### src/rtl/alu_src_arbiter_if.sv
// Operand-source bus between two requesters, the arbiter and its ALU_2to1 consumer.
// The slave modport is the arbiter side and the master modport is the requester/consumer side.
interface alu_src_arbiter_if #(
    parameter int DATA_W = 6,
    parameter int CNT_W  = 8
);
    logic              req_a;
    logic [DATA_W-1:0] data_a;
    logic              req_b;
    logic [DATA_W-1:0] data_b;
    logic              gnt_a;
    logic              gnt_b;
    logic              sel;
    logic              out_valid;
    logic [DATA_W-1:0] out_data;
    logic              out_ready;
    logic [CNT_W-1:0]  xfer_cnt;

    modport slave (
        input  req_a, data_a, req_b, data_b, out_ready,
        output gnt_a, gnt_b, sel, out_valid, out_data, xfer_cnt
    );

    modport master (
        output req_a, data_a, req_b, data_b, out_ready,
        input  gnt_a, gnt_b, sel, out_valid, out_data, xfer_cnt
    );
endinterface

### src/rtl/alu_src_arbiter.sv
// Two-requester operand arbiter feeding ALU_2to1, with a one-entry output register and a transfer counter.
// Define ARB_FIXED_PRIO_EN to make A win every tie; otherwise ties alternate round-robin.
module alu_src_arbiter #(
    parameter int DATA_W = 6,
    parameter int CNT_W  = 8
) (
    input  logic                clk,
    input  logic                rst,
    alu_src_arbiter_if.slave    bus
);
    typedef enum logic {IDLE, BUSY} state_t;

    state_t            state;
    state_t            next_state;
    logic [DATA_W-1:0] data_q;
    logic              sel_q;
    logic [CNT_W-1:0]  cnt_q;
    logic              capture;
    logic              win_b;
    logic              tie_b;

`ifdef ARB_FIXED_PRIO_EN
    assign tie_b = 1'b0;
`else
    // last_gnt_b=1 means B was granted last, so A takes the next tie.
    logic last_gnt_b;

    assign tie_b = ~last_gnt_b;

    always_ff @(posedge clk) begin
        if (rst) begin
            last_gnt_b <= 1'b1;
        end else if (capture) begin
            last_gnt_b <= win_b;
        end
    end
`endif

    always_comb begin
        next_state = state;
        capture    = 1'b0;
        win_b      = 1'b0;
        bus.gnt_a  = 1'b0;
        bus.gnt_b  = 1'b0;
        if (!rst && (state == IDLE || bus.out_ready)) begin
            if (bus.req_a && bus.req_b) begin
                win_b = tie_b;
            end else begin
                win_b = bus.req_b;
            end
            if (bus.req_a || bus.req_b) begin
                capture    = 1'b1;
                bus.gnt_a  = ~win_b;
                bus.gnt_b  = win_b;
                next_state = BUSY;
            end else begin
                next_state = IDLE;
            end
        end
    end

    always_ff @(posedge clk) begin
        if (rst) begin
            state  <= IDLE;
            data_q <= '0;
            sel_q  <= 1'b0;
            cnt_q  <= '0;
        end else begin
            state <= next_state;
            if (capture) begin
                data_q <= win_b ? bus.data_b : bus.data_a;
                sel_q  <= win_b;
            end
            if (state == BUSY && bus.out_ready) begin
                cnt_q <= cnt_q + CNT_W'(1);
            end
        end
    end

    assign bus.out_valid = (state == BUSY);
    assign bus.out_data  = data_q;
    assign bus.sel       = sel_q;
    assign bus.xfer_cnt  = cnt_q;
endmodule

### src/flat_wrapper.sv
// flat-port wrapper written by rule: the top's interface ports become plain ports
module alu_src_arbiter_flat 
#(
    parameter int DATA_W = 6,
    parameter int CNT_W  = 8
)
  (clk, rst, bus_req_a, bus_data_a, bus_req_b, bus_data_b, bus_out_ready, bus_gnt_a, bus_gnt_b, bus_sel, bus_out_valid, bus_out_data, bus_xfer_cnt);
  alu_src_arbiter_if #(.DATA_W(DATA_W), .CNT_W(CNT_W)) bus_i ();
  input  logic clk;
  input  logic rst;
  input wire logic [$bits(bus_i.req_a)-1:0] bus_req_a;
  input wire logic [$bits(bus_i.data_a)-1:0] bus_data_a;
  input wire logic [$bits(bus_i.req_b)-1:0] bus_req_b;
  input wire logic [$bits(bus_i.data_b)-1:0] bus_data_b;
  input wire logic [$bits(bus_i.out_ready)-1:0] bus_out_ready;
  output wire logic [$bits(bus_i.gnt_a)-1:0] bus_gnt_a;
  output wire logic [$bits(bus_i.gnt_b)-1:0] bus_gnt_b;
  output wire logic [$bits(bus_i.sel)-1:0] bus_sel;
  output wire logic [$bits(bus_i.out_valid)-1:0] bus_out_valid;
  output wire logic [$bits(bus_i.out_data)-1:0] bus_out_data;
  output wire logic [$bits(bus_i.xfer_cnt)-1:0] bus_xfer_cnt;
  assign bus_i.req_a = bus_req_a;
  assign bus_i.data_a = bus_data_a;
  assign bus_i.req_b = bus_req_b;
  assign bus_i.data_b = bus_data_b;
  assign bus_i.out_ready = bus_out_ready;
  assign bus_gnt_a = bus_i.gnt_a;
  assign bus_gnt_b = bus_i.gnt_b;
  assign bus_sel = bus_i.sel;
  assign bus_out_valid = bus_i.out_valid;
  assign bus_out_data = bus_i.out_data;
  assign bus_xfer_cnt = bus_i.xfer_cnt;
  alu_src_arbiter #(.DATA_W(DATA_W), .CNT_W(CNT_W)) u_core (.clk(clk), .rst(rst), .bus(bus_i));
endmodule
### config.mk
export PLATFORM = sky130hd
export DESIGN_NAME = alu_src_arbiter_flat
export DESIGN_NICKNAME = d
export VERILOG_FILES = /design/src/rtl/alu_src_arbiter_if.sv /design/src/rtl/alu_src_arbiter.sv /design/src/flat_wrapper.sv
export SDC_FILE = /design/constraint.sdc
export NUM_CORES = 1
export LEC_CHECK = 0
export CAP_MARGIN = 0
export CORE_MARGIN = 1.5
export CORE_UTILIZATION = 40
export CTS_CLUSTER_SIZE = 40
export DETAILED_ROUTE_END_ITERATION = 12
export PLACE_DENSITY = 0.8
export SYNTH_ARGS = -nofsm -noshare
export SYNTH_HDL_FRONTEND = slang
export SYNTH_SLANG_ARGS = --single-unit
### constraint.sdc
create_clock -name clk -period 4.2 [get_ports clk]
set_input_delay 0.84 -clock clk [delete_from_list [all_inputs] [get_ports clk]]
set_output_delay 0.84 -clock clk [all_outputs]
set_load 0.02 [all_outputs]
==> impl_metrics.csv <==
group,metric,value,unit
status,outcome,"completed",
sta,finalCritPeriodShare,0.846,
finish,fin_cells,152,
global_route,antenna_found_initial,0,
sta,finClkSkew,0.00420,ns
sta,rsz0062_at_grt,"false",
floorplanning,num_rows,16,
power,irDropWorstVdd,191,µV
global_route,grt_pass1_wl,3130,µm
detailed_routing,drc,0,
placed_design,dp_hpwl,1490,µm
finish,area_growth,47.2,%
detailed_routing,vias_per_cell,5.46,
cts,cts_tree,"built",
logic_synthesis,yosysWarnings,0,
placed_design,gp_congestion,0.726,
global_route,grt-ovfl-total,0,
cts,h-tree-depth,1,
logic_synthesis,synth_top_area_share,0.418,
cts,cts_resized,0,
sta,setup-violations-final,0,
cts,clk_path_buf_depth,2,
placed_design,dp.cells,148,
logic_synthesis,synth_area_leaders,"dfxtp_1, o31ai_2, o211ai_1, a31oi_1, nor2_1",
critical_path,start_kind,"input port",
sta,drv_slew,0,
sta,fmax,0.281,GHz
finish,finish.utilization,0.617,
cts,cts_buffers,3,
detailed_routing,routed_wl,1940,µm
logic_synthesis,synth_cells,90,
cts,cts_setup_buffers,0,
min_path,hold_path_class,"reg -> reg",
sta,fin_ws,0.646,ns
critical_path,cp_top_family,"buffers and inverters",
sta,tightest_slew,0.529,ns
logic_synthesis,synth_area_leader_cell,"dfxtp_1",
critical_path,crit_top_cell,"clkdlybuf4s50_1",
sta,slew_headroom,0.647,
finish,diodes,0,
logic_synthesis,ys_seq_area_frac,0.418,
critical_path,cp_slowest_cell,"clkdlybuf4s50_1",
power,leakage,0.000415,µW
floorplanning,dieArea,2310,µm²
critical_path,path_cells,"clkdlybuf4s50_1, nor2b_1, or3_1, nor2_1, clkdlybuf4s50_1",
logic_synthesis,synth_common_cells,"dfxtp_1, nor2_1, o211ai_1",
critical_path,crit_required,3.36,ns
critical_path,cpPeakStageDelay,0.61,ns
logic_synthesis,syn_area_per_cell,9.04,µm²
floorplanning,die_h,48.1,µm
logic_synthesis,synthesis.area,813,µm²
logic_synthesis,synth_most_common_cell,"dfxtp_1",
floorplanning,initial_core_util,0.419,
sta,fin_crit,3.55,ns
global_route,grt_max_degree,15,
critical_path,r2r_slack,2.66,ns
logic_synthesis,yosysUniqueCellTypes,27,
run,max_cap_violations,0,
placed_design,dp_slack,0.665,ns
detailed_routing,wl_per_cell,12.8,µm
critical_path,crit_type,"in -> out",
critical_path,crit_buf_inv,2,
logic_synthesis,ys_ff_latch,17,
finish,drive_gt1_frac,0.112,
sta,setup_tns,0,ns
sta,hold_violations,0,
cts,cts_num_sinks,17,
cts,cts_root_buf,"clkbuf_4",
critical_path,crit_path_end_kind,"primary output",
placed_design,numPortBuffers,34,
min_path,whs_endpoint,"u_core.bus.xfer_cnt[7]$_SDFFE_PP0P_",
global_route,grt_pass1_vias,739,
detailed_routing,antenna_left,0,
detailed_routing,vias,830,
finish,fillCellCount,189,
critical_path,r2r-end,"u_core.bus.sel$_SDFFE_PP0P_",
cts,clock_latency,0.29,ns
cts,cts_hold_buf,0,
critical_path,path_max_fanout,8,
finish,num-nets-final,144,
floorplanning,num_io_pins,35,
critical_path,r2r_start,"u_core.bus.out_valid$_SDFFE_PP0P_",
logic_synthesis,synth_edf_count,0,
logic_synthesis,synth_top_flop_cell,"dfxtp_1",
global_route,grt.total_usage,0.193,
logic_synthesis,synth.net_count,108,
power,power_density,287,nW/µm²
detailed_routing,firstDrtPassIters,4,
critical_path,reg2reg_depth,4,
floorplanning,coreArea,1940,µm²
min_path,holdPathStages,2,
min_path,min_from,"u_core.bus.xfer_cnt[7]$_SDFFE_PP0P_",
critical_path,arrival,2.71,ns
floorplanning,die_w,48.1,µm
logic_synthesis,async_reset_ff_frac,0,
cts,clkSlewWorstSetupHoldPaths,0.09,ns
detailed_routing,first_iter_violations,13,
==> flip-flops by register name (all words and copies together) (netlist names) <==
name and flops:
u_core.bus.out_data 6, u_core.last_gnt_b 1, u_core.bus.xfer_cnt 8, u_core.bus.sel 1, u_core.bus.out_valid 1
==> logic make-up (layout without fill, tap and decap cells) <==
family	Yosys count	in the layout	share of synthesized area
AND/OR/NAND/NOR	30	30	0.185
buffers and inverters	6	41	0.0385
XOR/XNOR	2	2	0.0215
flip-flops	17	17	0.418
adder cells (fa/ha/maj)	1	1	0.0154
AO/OA/AOI/OAI	34	34	0.322
==> layer usage <==
metal  part of all wire  GRT usage
met2               0.49      0.291
met5                  0          0
met1               0.47      0.279
met3              0.025     0.0333
met4              0.018     0.0649
==> where the power goes <==
group	switching [µW]	leakage, µW	internal, µW	total (µW)
Clock	50.8	0.0000150	36.9	87.7
Sequential	6.04	0.000139	170	176
Combinational	38.4	0.000261	41.3	79.7
==> cell type report <==
| type | instances | area [µm²] | share of cell area |
|---|---|---|---|
| clock buffers | 4 | 26.3 | 0.0219 |
| inverters | 2 | 7.51 | 0.00627 |
| multi-input cells | 67 | 442 | 0.369 |
| flip-flops and latches | 17 | 340 | 0.284 |
| well taps | 27 | 33.8 | 0.0282 |
| repair buffers | 35 | 348 | 0.290 |
==> metrics by stage <==
step | instance area (µm²) | hold WS, ns | power (µW)
2_1_floorplan | 813 | 0.536 | 221
3_3_place_gp | 1170 | 0.473 | 258
3_5_place_dp | 1170 | 0.477 | 260
4_1_cts | 1200 | 0.493 | 347
5_1_grt | 1200 | 0.524 | 362
6_report | 1200 | 0.487 | 344
==> cell usage in the layout, fill, tap and decap left out, drive strengths merged, types with 2 or more instances in the layout <==
master,instances
a21oi,6
a31oi,6
clkbuf,4
clkdlybuf4s50,34
dfxtp,17
inv,2
nand2,4
nand3,4
nand4,2
nor2,10
o211ai,7
o21ai,2
o31ai,9
or2,2
or3,3
or4,2
xor2,2
==> worst min-delay path: stages, from the launching register on <==
cell	delay [ns]
dfxtp_1	0.33
o31ai_1	0.06
a21oi_1	0.05
==> worst max path at each step <==
stage | to | startpoint | slack (ns) | cells past startpoint
after floorplan | bus_gnt_a | bus_out_ready | 1.56 | 5
after global placement | bus_gnt_a | bus_out_ready | 0.69 | 5
after detailed placement | bus_gnt_a | bus_out_ready | 0.66 | 5
after CTS | bus_gnt_a | bus_out_ready | 0.65 | 5
after global routing | bus_gnt_a | bus_out_ready | 0.55 | 5
final | bus_gnt_a | bus_out_ready | 0.65 | 5
Note: power is estimated with default switching activity, not from simulation.
